### src/rtl/instr_loader.sv
`default_nettype none
// ============================================================================
// instr_loader: packs UART bytes (MSB first) into instruction words for imem.
// Optional INSTR_LOADER_CHECKSUM_EN adds an XOR checksum byte after the halt word.
// Revision: 1.0
// ============================================================================
module instr_loader #(
   parameter int               NBITS     = 32,
   parameter int               MAX_WORDS = 256,
   parameter logic [NBITS-1:0] HALT_WORD = 32'hFFFFFFFF
) (
   input  logic             i_clk,
   input  logic             i_rst,
   input  logic             i_start,
   input  logic             i_byte_valid,
   input  logic [7:0]       i_byte,
   output logic [NBITS-1:0] o_instr_addr,
   output logic [NBITS-1:0] o_instr_data,
   output logic             o_instr_write,
   output logic             o_busy,
   output logic             o_done,
   output logic             o_error,
   output logic [15:0]      o_word_count
);

   localparam int NBYTES = NBITS / 8;
   localparam int BIDX_W = (NBYTES > 1) ? $clog2(NBYTES) : 1;
   // One extra bit so the index can reach MAX_WORDS for the overflow compare.
   localparam int WIDX_W = $clog2(MAX_WORDS + 1);

   typedef enum logic [2:0] {
      S_IDLE  = 3'd0,
      S_RECV  = 3'd1,
      S_WRITE = 3'd2,
      S_DONE  = 3'd3
`ifdef INSTR_LOADER_CHECKSUM_EN
      ,S_CHKSUM = 3'd4
`endif
   } state_t;

   state_t             state_q, state_d;
   logic [NBITS-1:0]   shift_q, shift_d;
   logic [BIDX_W-1:0]  bidx_q, bidx_d;
   logic [WIDX_W-1:0]  widx_q, widx_d;
   logic [15:0]        cnt_q, cnt_d;
   logic               err_q, err_d;
`ifdef INSTR_LOADER_CHECKSUM_EN
   logic [7:0]         xor_q, xor_d;
`endif

   logic [WIDX_W-1:0]  widx_inc;
   logic [NBITS-1:0]   shift_in;

   assign widx_inc = widx_q + WIDX_W'(1);
   assign shift_in = {shift_q[NBITS-9:0], i_byte};

   always_ff @(posedge i_clk) begin
      if (!i_rst) begin
         state_q <= S_IDLE;
         shift_q <= '0;
         bidx_q  <= '0;
         widx_q  <= '0;
         cnt_q   <= '0;
         err_q   <= 1'b0;
`ifdef INSTR_LOADER_CHECKSUM_EN
         xor_q   <= '0;
`endif
      end else begin
         state_q <= state_d;
         shift_q <= shift_d;
         bidx_q  <= bidx_d;
         widx_q  <= widx_d;
         cnt_q   <= cnt_d;
         err_q   <= err_d;
`ifdef INSTR_LOADER_CHECKSUM_EN
         xor_q   <= xor_d;
`endif
      end
   end

   always_comb begin
      state_d = state_q;
      shift_d = shift_q;
      bidx_d  = bidx_q;
      widx_d  = widx_q;
      cnt_d   = cnt_q;
      err_d   = err_q;
`ifdef INSTR_LOADER_CHECKSUM_EN
      xor_d   = xor_q;
`endif
      case (state_q)
         S_IDLE, S_DONE: begin
            // A byte arriving together with i_start is dropped on purpose.
            if (i_start) begin
               state_d = S_RECV;
               shift_d = '0;
               bidx_d  = '0;
               widx_d  = '0;
               cnt_d   = '0;
               err_d   = 1'b0;
`ifdef INSTR_LOADER_CHECKSUM_EN
               xor_d   = '0;
`endif
            end
         end
         S_RECV: begin
            if (i_byte_valid) begin
               shift_d = shift_in;
`ifdef INSTR_LOADER_CHECKSUM_EN
               xor_d   = xor_q ^ i_byte;
`endif
               if (bidx_q == BIDX_W'(NBYTES - 1)) begin
                  bidx_d  = '0;
                  state_d = S_WRITE;
               end else begin
                  bidx_d = bidx_q + BIDX_W'(1);
               end
            end
         end
         S_WRITE: begin
            widx_d = widx_inc;
            cnt_d  = cnt_q + 16'd1;
            bidx_d = '0;
            if (shift_q == HALT_WORD) begin
`ifdef INSTR_LOADER_CHECKSUM_EN
               // A byte landing in this cycle is the checksum itself.
               if (i_byte_valid) begin
                  state_d = S_DONE;
                  err_d   = (i_byte != xor_q);
               end else begin
                  state_d = S_CHKSUM;
               end
`else
               state_d = S_DONE;
`endif
            end else if (widx_inc == WIDX_W'(MAX_WORDS)) begin
               state_d = S_DONE;
               err_d   = 1'b1;
            end else begin
               state_d = S_RECV;
               // Byte overlapping the strobe becomes byte 0 of the next word.
               if (i_byte_valid) begin
                  shift_d = shift_in;
                  bidx_d  = BIDX_W'(1);
`ifdef INSTR_LOADER_CHECKSUM_EN
                  xor_d   = xor_q ^ i_byte;
`endif
               end
            end
         end
`ifdef INSTR_LOADER_CHECKSUM_EN
         S_CHKSUM: begin
            if (i_byte_valid) begin
               state_d = S_DONE;
               err_d   = (i_byte != xor_q);
            end
         end
`endif
         default: state_d = S_IDLE;
      endcase
   end

   assign o_instr_addr  = NBITS'({widx_q, 2'b00});
   assign o_instr_data  = shift_q;
   assign o_instr_write = (state_q == S_WRITE);
   assign o_busy        = (state_q == S_RECV) || (state_q == S_WRITE);
   assign o_done        = (state_q == S_DONE);
   assign o_error       = err_q;
   assign o_word_count  = cnt_q;

endmodule
`default_nettype wire

### config.mk
export PLATFORM = sky130hd
export DESIGN_NAME = instr_loader
export DESIGN_NICKNAME = d
export VERILOG_FILES = /design/src/rtl/instr_loader.sv
export SDC_FILE = /design/constraint.sdc
export NUM_CORES = 1
export LEC_CHECK = 0
export BUFFER_PORTS_ARGS = -buffer_cell sky130_fd_sc_hd__buf_4
export CORE_ASPECT_RATIO = 1.25
export CORE_UTILIZATION = 45
export CTS_CLUSTER_SIZE = 16
export DETAILED_ROUTE_END_ITERATION = 8
export HOLD_SLACK_MARGIN = 0.06
export PLACE_DENSITY = 0.75
export SLEW_MARGIN = 40
export SYNTH_ARGS = -nofsm -noshare
export SYNTH_HDL_FRONTEND = slang
export SYNTH_SLANG_ARGS = --single-unit
export TNS_END_PERCENT = 5
### constraint.sdc
create_clock -name i_clk -period 1.85 [get_ports i_clk]
set_input_delay 0.2775 -clock i_clk [delete_from_list [all_inputs] [get_ports i_clk]]
set_output_delay 0.2775 -clock i_clk [all_outputs]
set_load 0.005 [all_outputs]
==> impl_results.md, run 1 <==
- N_diodes: 0
- Clock-pin slew on the worst setup and hold paths: 0.07 ns
- Status: finished clean
- Initial Utilization: 46.5%
- Pre-CTS setup slack: -0.0590 ns
- Top cells by instance count after synthesis: dfxtp_1, a22o_1, buf_4, nand2_1, o21ai_0
- Final Setup Violations: 0
- Maximum clock path buffer count: 2
- Post-Synth Simple-Gate Area: 18.8%
- WP depth: 7
- EDFF count, synth: 0
- Clock Skews: 0.00697 ns
- Mapped cell area: 2850 µm²
- Post-DRT Antenna Nets: 0
- Hold-fix buffers, CTS: 0
- Post-synthesis xor/xnor area fraction: 2.76%
- Die ar.: 6660 µm²
- Leakage: 1.64 nW
- Worst Setup Path Type: reg -> reg
- Worst EP required: 2.07 ns
- Worst path bufs/invs: 1
- Critical path's top delay family: compound AO/OA/AOI/OAI gates
- Share of layout cells above drive strength 1: 33.5%
- Mean Syn Cell Area: 9.73 µm²
- Ports: 96
- H-Tree Depth: 3
- RR Startpoint: widx_q[0]
- Worst setup SP type: flip-flop
- HP Class: in -> reg
- CTS tree: done
- GRT Resource Usage Total: 20.3%
- Antenna violations before repair: 0
- Crit path launch: widx_q[0]
- Largest stage delay, worst path: 0.33 ns
- Drt drc: 0
- R2r endpoint: o_instr_data[5]
- Post-synthesis sequential area ratio: 43.5%
- Synth area leader: dfxtp_1
- WL final: 6470 µm
- Routed WL per cell: 13.5 µm
- First-pass GRT wire length: 10,600 µm
- CTS Buf Count: 9
- Setup crit end kind: flip-flop
- Fin crit share: 99.6%
- Number of buffer cells added on primary ports: 72
- Pin count of the biggest net entering global routing: 33
- Distinct cells, synth: 48
- Critical-path cell list: ha_1, and4b_4, and3_4, a211oi_2, o22ai_2, buf_12, a22o_1
- Site Rows: 32
- Adder-Cell Fraction of Synth Area: 3.07%
- Post-layout util: 61.9%
- Peak VDD IR: 0.665 mV
- Core Region: 6130 µm²
- Via density per instance: 5.19
- Post-synth ARST share: 0%
- Final setup margin: 0.00761 ns
- Post-route setup TNS: 0 ns
- Crit path to: o_instr_data[5]
- Mux cell area share after synthesis: 0.746%
- Main synth FF type: dfxtp_1
- Post-synth top area share: 43.5%
- Period minus WS final: 1.84 ns
- Worst-path fanout max: 32
- MaxCap Viol Count: 0
- Fmax achieved: 543 MHz
- Root buffer cell: clkbuf_8
- Nets: 408
- Clk_lat worst skew: 0.33 ns
- Starting DRT DRC Count: 171
- Area growth, synth to finish: 33.0%
- Mapped Cells: 293
- Vias post-DR: 2,485
- Power Density: 1030 nW/µm²
- #FFs+latches synth: 62
- HPWL Detailed: 4670 µm
- Die Y: 91 µm
- Max Transition Viols Final: 0
- RSZ-0062 raised after global routing: true
- Most frequent cell after synthesis: dfxtp_1
- Top cells by area, synth: dfxtp_1, a22o_1, buf_4
- Iteration count of the initial detailed-routing pass: 6
- Final Hold Violating Endpoints: 0
- Clock tree sinks: 62
- Complex-gate fraction of the synthesized area: 20.4%
- GRT Residual Overflow: 0
- Critical path arrival: 2.06 ns
- Die width: 73.2 µm
- Placer Congestion: 0.838
- Yosys warnings: 0
- Fill count: 536
- Main combinational cell family by area after synthesis: compound AO/OA/AOI/OAI gates
- Critical path's slowest cell: dfxtp_1
- R2R setup slack: 0.008 ns
- Number of global-route vias before repair: 2,413
- Reg2Reg Depth: 7
## how the worst min path moves through the flow
stage | depth (start not counted) | to | from
after floorplan | 1 | o_instr_data[0] | i_byte[0]
final | 2 | o_instr_data[3] | i_byte[3]
after global routing | 2 | o_instr_data[0] | i_byte[0]
after detailed placement | 2 | o_instr_data[3] | i_byte[3]
after CTS | 2 | o_instr_data[1] | i_byte[1]
after global placement | 2 | o_word_count[10] | o_word_count[10]
## per-stage QoR
step                total power, W  hold slack [ns]  area (µm²)  std cells
floorplan                  0.00224            0.403        2930        315
global placement           0.00266            0.482        3520        461
detailed placement         0.00269            0.489        3520        461
CTS                        0.00385            0.139        3730        477
global route               0.00410            0.139        3790        479
finish                     0.00389            0.150        3790        479
## flip-flops by register name (all words and copies together), names as in the netlist
| signal | cells |
|---|---|
| o_instr_data | 32 |
| o_word_count | 16 |
| widx_q | 9 |
| bidx_q | 2 |
| state_q | 2 |
| o_error | 1 |
## cell families after synthesis
kind of cell	after synthesis
simple gates	92
compound gates	77
flops	62
buf+inv	43
xor+xnor	9
fa+ha+maj	7
mux	2
other cells	1
## metal layers
metal | GRT usage (%) | part of all wire (%)
met4 | 8.01 | 2.6
met5 | 0 | 0
met2 | 34.8 | 51
met1 | 23.5 | 41
met3 | 5.11 | 4.9
## timing repair
item | 4_1_cts | 5_1_grt
endpoints found under the setup margin | 20 | 44
cloned | 0 | 0
pin swaps | 2 | 2
resized for setup | 3 | 6
buffers inserted | 0 | 2
## cell usage in the layout, fill, tap and decap left out, types with 12 or more instances in the layout
cell type	synthesis	final
buf_4	23	97
dfxtp_1	62	62
nand4_1	12	12
a22o_1	32	32
nand2_1	20	20
conb_1	1	23
o21ai_0	15	15
nor2_1	12	12
nor2b_1	13	13
## area by class of cell
type | count | area, µm² | area share [%]
clock buffer | 9 | 124 | 3.27
inverter | 7 | 26.3 | 0.693
multi-input combinational | 210 | 1450 | 38.3
sequential | 62 | 1240 | 32.7
tap | 85 | 106 | 2.81
timing repair buffer | 99 | 768 | 20.3
clock inverter | 7 | 72.6 | 1.91
## where the power goes
part,switching [W],internal [W]
Sequential,0.0000789,0.00142
Clock,0.000533,0.000623
Combinational,0.000680,0.000552
Total,0.00129,0.00260
Power figures use the tool's default switching activity.
==> inputs of run 2 (changes only) <==
ABC_AREA = 1   (was unset)
CORE_UTILIZATION = 47   (was 45)
PLACE_DENSITY = 0.76   (was 0.75)
==> impl_results.md, run 2 <==
- Final instance area: 4420 µm²
- GRT Resource Usage Total: 23.0%
- Post-synth ARST share: 0%
- CTS tree: done
- Status: finished with violations
- Post-DP Area: 4070 µm²
- Max Transition Viols Final: 0
- H-Tree Depth: 3
- Most frequent cells in the layout: nand2_1, buf_4, nor2_1
- Starting DRT DRC Count: 156
- Antenna violations before repair: 0
- Top cells by area, synth: dfxtp_1, nand2_1, nor2_1
- Setup crit end kind: primary output
- Routed WL per cell: 12.2 µm
- Critical path arrival: 1.58 ns
- Pin count of the biggest net entering global routing: 33
- Failing checks: setup timing
- Root buffer cell: clkbuf_8
- Synth area leader: dfxtp_1
- Main synth FF type: dfxtp_1
- Vias post-DR: 3,516
- Yosys warnings: 0
- HP Class: in -> reg
- Leakage: 2.13 nW
- RSZ-0062 raised after global routing: true
- #FFs+latches synth: 62
- Iteration count of the initial detailed-routing pass: 4
- GRT Residual Overflow: 0
- Sequential power share: 33.0%
- Mapped Cells: 527
- Commonest non-fill, non-tap cell in the layout: nand2_1
- Most frequent cell after synthesis: nand2_1
- Die Y: 97.0 µm
- Worst EP required: 1.57 ns
- Clock share of power: 16.0%
- Clock-pin slew on the worst setup and hold paths: 0.07 ns
- Ports: 96
- Placer Congestion: 0.863
- Fmax achieved: 539 MHz
- Drt drc: 0
- Clk_lat worst skew: 0.34 ns
- Clock Skews: 0.00745 ns
- First-pass GRT wire length: 14,000 µm
- Share of layout cells above drive strength 1: 24.7%
- Number of global-route vias before repair: 3,187
- EDFF count, synth: 0
- HPWL Detailed: 6070 µm
- Worst setup SP type: flip-flop
- Number of buffer cells added on primary ports: 72
- Distinct cells, synth: 31
- Die width: 78.0 µm
- Nets: 639
- Period minus WS final: 1.86 ns
- Tot Pwr: 0.00631 W
- Mean Syn Cell Area: 6.44 µm²
- Via density per instance: 4.93
- Final setup margin: -0.00510 ns
- Mapped cell area: 3390 µm²
- Combinational Power Share: 51.0%
- Post-synthesis sequential area ratio: 36.6%
- Max FFs per register: 32
- Die ar.: 7570 µm²
- Core Region: 6980 µm²
- Fill count: 654
- Peak VDD IR: 0.866 mV
- Initial Utilization: 48.7%
- N_diodes: 0
- Internal: 0.00365 W
- Worst Setup Path Type: reg -> out
- Power Density: 1430 nW/µm²
- Worst-path fanout max: 11
- Final Setup Violations: 1
- Post-DRT Antenna Nets: 0
- Net Sw Frac: 42.2%
- Fin crit share: 100%
- Clock tree sinks: 62
- Post-synth top area share: 36.6%
- Switching power total: 0.00267 W
- MaxCap Viol Count: 0
- CTS Buf Count: 9
- WL final: 8670 µm
- Top cells by instance count after synthesis: nand2_1, nor2_1, dfxtp_1, inv_1, a21oi_1
- Maximum clock path buffer count: 2
- Site Rows: 34
- Area growth, synth to finish: 30.1%
- Final Hold Violating Endpoints: 0
[run 2: changes by cell type after synthesis, moves of 5 or more]
| cell | delta |
|---|---|
| nor2b_1 | -13 |
| nor2_1 | +69 |
| inv_1 | +47 |
| a21oi_1 | +35 |
| clkbuf_1 | +8 |
| nand3_1 | +31 |
| or3_1 | -5 |
| a22oi_1 | -6 |
| nand2_1 | +124 |
| a22o_1 | -32 |
[run 2: power by group through the flow]
| stage | Combinational (W) | Clock [W] | Sequential, W |
|---|---|---|---|
| final | 0.00322 | 0.00101 | 0.00208 |
| after global routing | 0.00358 | 0.00110 | 0.00213 |
| after CTS | 0.00305 | 0.00103 | 0.00205 |
| after detailed placement | 0.00296 | 0 | 0.00207 |
| after global placement | 0.00289 | 0 | 0.00207 |
| after floorplan | 0.00186 | 0 | 0.00205 |
[run 2: kinds of logic after synthesis]
| kind of cell | after synthesis | share of synthesized area [%] |
|---|---|---|
| AO/OA/AOI/OAI | 63 | 9.58 |
| XOR/XNOR | 1 | 0.258 |
| adder cells (fa/ha/maj) | 7 | 2.58 |
| buffers and inverters | 101 | 14.8 |
| flip-flops | 62 | 36.6 |
| other | 1 | 0.110 |
| AND/OR/NAND/NOR | 292 | 36.1 |
[run 2: stage by stage]
stage               util, %  worst slack, ns  TNS [ns]  hold WS, ns  cells
floorplan                 -           0.0569         0        0.407    549
global route           63.3          -0.0945     -1.51        0.244    713
CTS                    61.2          -0.0316    -0.100        0.233    707
detailed placement     58.4          -0.0571    -0.480        0.458    692
global placement       58.4           0.0269         0        0.447    692
finish                 63.3         -0.00510  -0.00510        0.235    713
[run 2: worst paths after layout]
| check | from | to | slack, ns | cells past startpoint |
|---|---|---|---|---|
| min | i_rst | widx_q[2] | 0.24 | 3 |
| max | state_q[0] | o_busy | -0.005 | 5 |
| min reg2reg | o_word_count[12] | o_word_count[12] | 0.47 | 2 |
| max reg2reg | widx_q[0] | o_instr_data[22] | 0.06 | 13 |
[run 2: per-layer routing]
layer / vias to the layer above / share of wire, % / routed length [µm] / track usage, %
li1: 1795 / - / - / -
met1: 1583 / 41 / 3560 / 26.3
met2: 122 / 51 / 4390 / 40.4
met3: 16 / 6.4 / 553 / 5.47
met4: 0 / 1.8 / 157 / 9.54
met5: - / 0 / 0 / 0
[run 2: critical path: stages, from the launching register on]
cell and delay, ns:
dfxtp_2 0.34, inv_2 0.04, ha_4 0.31, buf_4 0.14
clkinvlp_4 0.22, buf_6 0.19
[run 2: cell type report]
class | count | area (µm²) | area share [%]
Inverter | 56 | 214 | 4.84
Tap cell | 90 | 113 | 2.55
Clock inverter | 2 | 10.0 | 0.227
Timing Repair Buffer | 104 | 827 | 18.7
Sequential cell | 62 | 1260 | 28.5
Clock buffer | 12 | 145 | 3.29
Multi-Input combinational cell | 386 | 1850 | 41.8
Timing Repair inverter | 1 | 5.00 | 0.113
[run 2: timing repair]
item | 4_1_cts | 5_1_grt
hold buffers | 0 | 0
gates resized for setup | 6 | 29
setup endpoints to repair | 29 | 43
endpoints found under the hold margin | 0 | 0
setup buffers | 0 | 5
gates cloned | 1 | 1
pin swaps | 1 | 11
==> inputs of run 3 (changes only) <==
RECOVER_POWER = 25   (was unset)
==> impl_results.md, run 3 (synthesis gave the netlist of run 2 again) <==
- Met3 WL: 513 µm
- Setup crit end kind: primary output
- Net Sw Frac: 42.4%
- Antenna violations before repair: 0
- Internal: 0.00365 W
- Area growth, synth to finish: 30.1%
- Nets: 639
- Vias post-DR: 3,509
- Worst Setup Path Type: reg -> out
- HP Class: in -> reg
- Failing checks: setup timing
- Drt drc: 0
- Final Hold Violating Endpoints: 0
- Final Setup Violations: 1
- Fill count: 654
- Max FFs per register: 32
- MaxCap Viol Count: 0
- Clock tree sinks: 62
- Met2 wire length: 4350 µm
- Final setup margin: -0.00627 ns
- WL final: 8710 µm
- N_diodes: 0
- Sequential Area: 1260 µm²
- Post-DRT Antenna Nets: 0
- Post-layout util: 63.3%
- Worst EP required: 1.57 ns
- Clock Skews: 0.00746 ns
- Power Density: 1430 nW/µm²
- Via density per instance: 4.92
- Crit path launch: state_q[0]
- RSZ-0062 raised after global routing: true
- Pin count of the biggest net entering global routing: 33
- Iteration count of the initial detailed-routing pass: 4
- GRT Residual Overflow: 0
- Number of buffer cells added on primary ports: 72
- Placer Congestion: 0.863
- Period minus WS final: 1.86 ns
- Number of global-route vias before repair: 3,187
- CTS tree: done
- Clock-pin slew on the worst setup and hold paths: 0.07 ns
- Starting DRT DRC Count: 127
- Multi-input logic area: 1850 µm²
- Clk_lat worst skew: 0.34 ns
- Initial Utilization: 48.7%
- RR Startpoint: widx_q[0]
- Leakage: 2.12 nW
- M1 wire length: 3680 µm
- Worst setup SP type: flip-flop
- Sequential power share: 32.9%
- Most frequent cells in the layout: nand2_1, buf_4, nor2_1
- HPWL Detailed: 6070 µm
- Status: finished with violations
- Site Rows: 34
- First-pass GRT wire length: 14,000 µm
- Pre-CTS setup slack: -0.0571 ns
- Die width: 78.0 µm
- Ports: 96
- GRT Resource Usage Total: 23.0%
- Fin crit share: 100%
- Max Transition Viols Final: 0
- Root buffer cell: clkbuf_8
- Combinational Power Share: 51.0%
- Post-route setup TNS: -0.00627 ns
- H-Tree Depth: 3
- Die ar.: 7570 µm²
- Clock share of power: 16.1%
- Die Y: 97.0 µm
- Switching power total: 0.00268 W
- CTS Buf Count: 9
- Core Region: 6980 µm²
- Hold path startpoint: i_rst
- Share of layout cells above drive strength 1: 24.7%
- Fmax achieved: 539 MHz
- Routed WL per cell: 12.2 µm
- Maximum clock path buffer count: 2
- Critical path arrival: 1.58 ns
- Highest metal used: met4
- Peak VDD IR: 0.861 mV
- Commonest non-fill, non-tap cell in the layout: nand2_1
- Worst-path fanout max: 11
## run 3: cell types whose count changed in the layout (fill, tap and decap cells not counted), sizes merged
cell,change
buf,-6
clkbuf,+6
## run 3: metrics by stage
step	cells	hold slack (ns)	cell area, µm²	total power (W)
2_1_floorplan	549	0.407	3490	0.00391
5_1_grt	713	0.244	4420	0.00681
4_1_cts	707	0.233	4270	0.00613
6_report	713	0.232	4420	0.00633
3_3_place_gp	692	0.447	4070	0.00496
3_5_place_dp	692	0.458	4070	0.00503
## run 3: power by group through the flow
stage | registers (W) | clock network (W) | logic (W)
after CTS | 0.00205 | 0.00103 | 0.00305
final | 0.00209 | 0.00102 | 0.00323
after global routing | 0.00213 | 0.00110 | 0.00358
after global placement | 0.00207 | 0 | 0.00289
after detailed placement | 0.00207 | 0 | 0.00296
after floorplan | 0.00205 | 0 | 0.00186
## run 3: repair_timing
item                       CTS  global route
resized for setup            6            29
hold buffers                 0             0
setup buffers                0             5
pin swaps                    1            11
hold endpoints to repair     0             0
setup endpoints to repair   29            43
gates cloned                 1             1
## run 3: final timing paths
| path | endpoint | slack (ns) | cells after the start |
|---|---|---|---|
| worst min-delay path | widx_q[2] | 0.23 | 3 |
| worst max register to register | o_instr_data[7] | 0.06 | 13 |
| worst max-delay path | o_busy | -0.006 | 5 |
| worst min register to register | o_word_count[12] | 0.47 | 2 |
## run 3: layer usage
layer | vias up | track usage, %
li1 | 1795 | -
met1 | 1586 | 26.3
met2 | 112 | 40.4
met3 | 16 | 5.47
met4 | 0 | 9.54
met5 | - | 0
## run 3: final cells by class
cell class,count,area share [%]
clock buffers,12,3.29
clock inverters,2,0.227
inverters,56,4.84
multi-input cells,386,41.8
flip-flops and latches,62,28.5
well taps,90,2.55
repair buffers,104,18.7
repair inverters,1,0.113
## run 3: critical path: stages, from the launching register on
cell	delay [ns]
dfxtp_2	0.34
inv_2	0.04
ha_4	0.31
buf_4	0.14
clkinvlp_4	0.21
buf_6	0.19
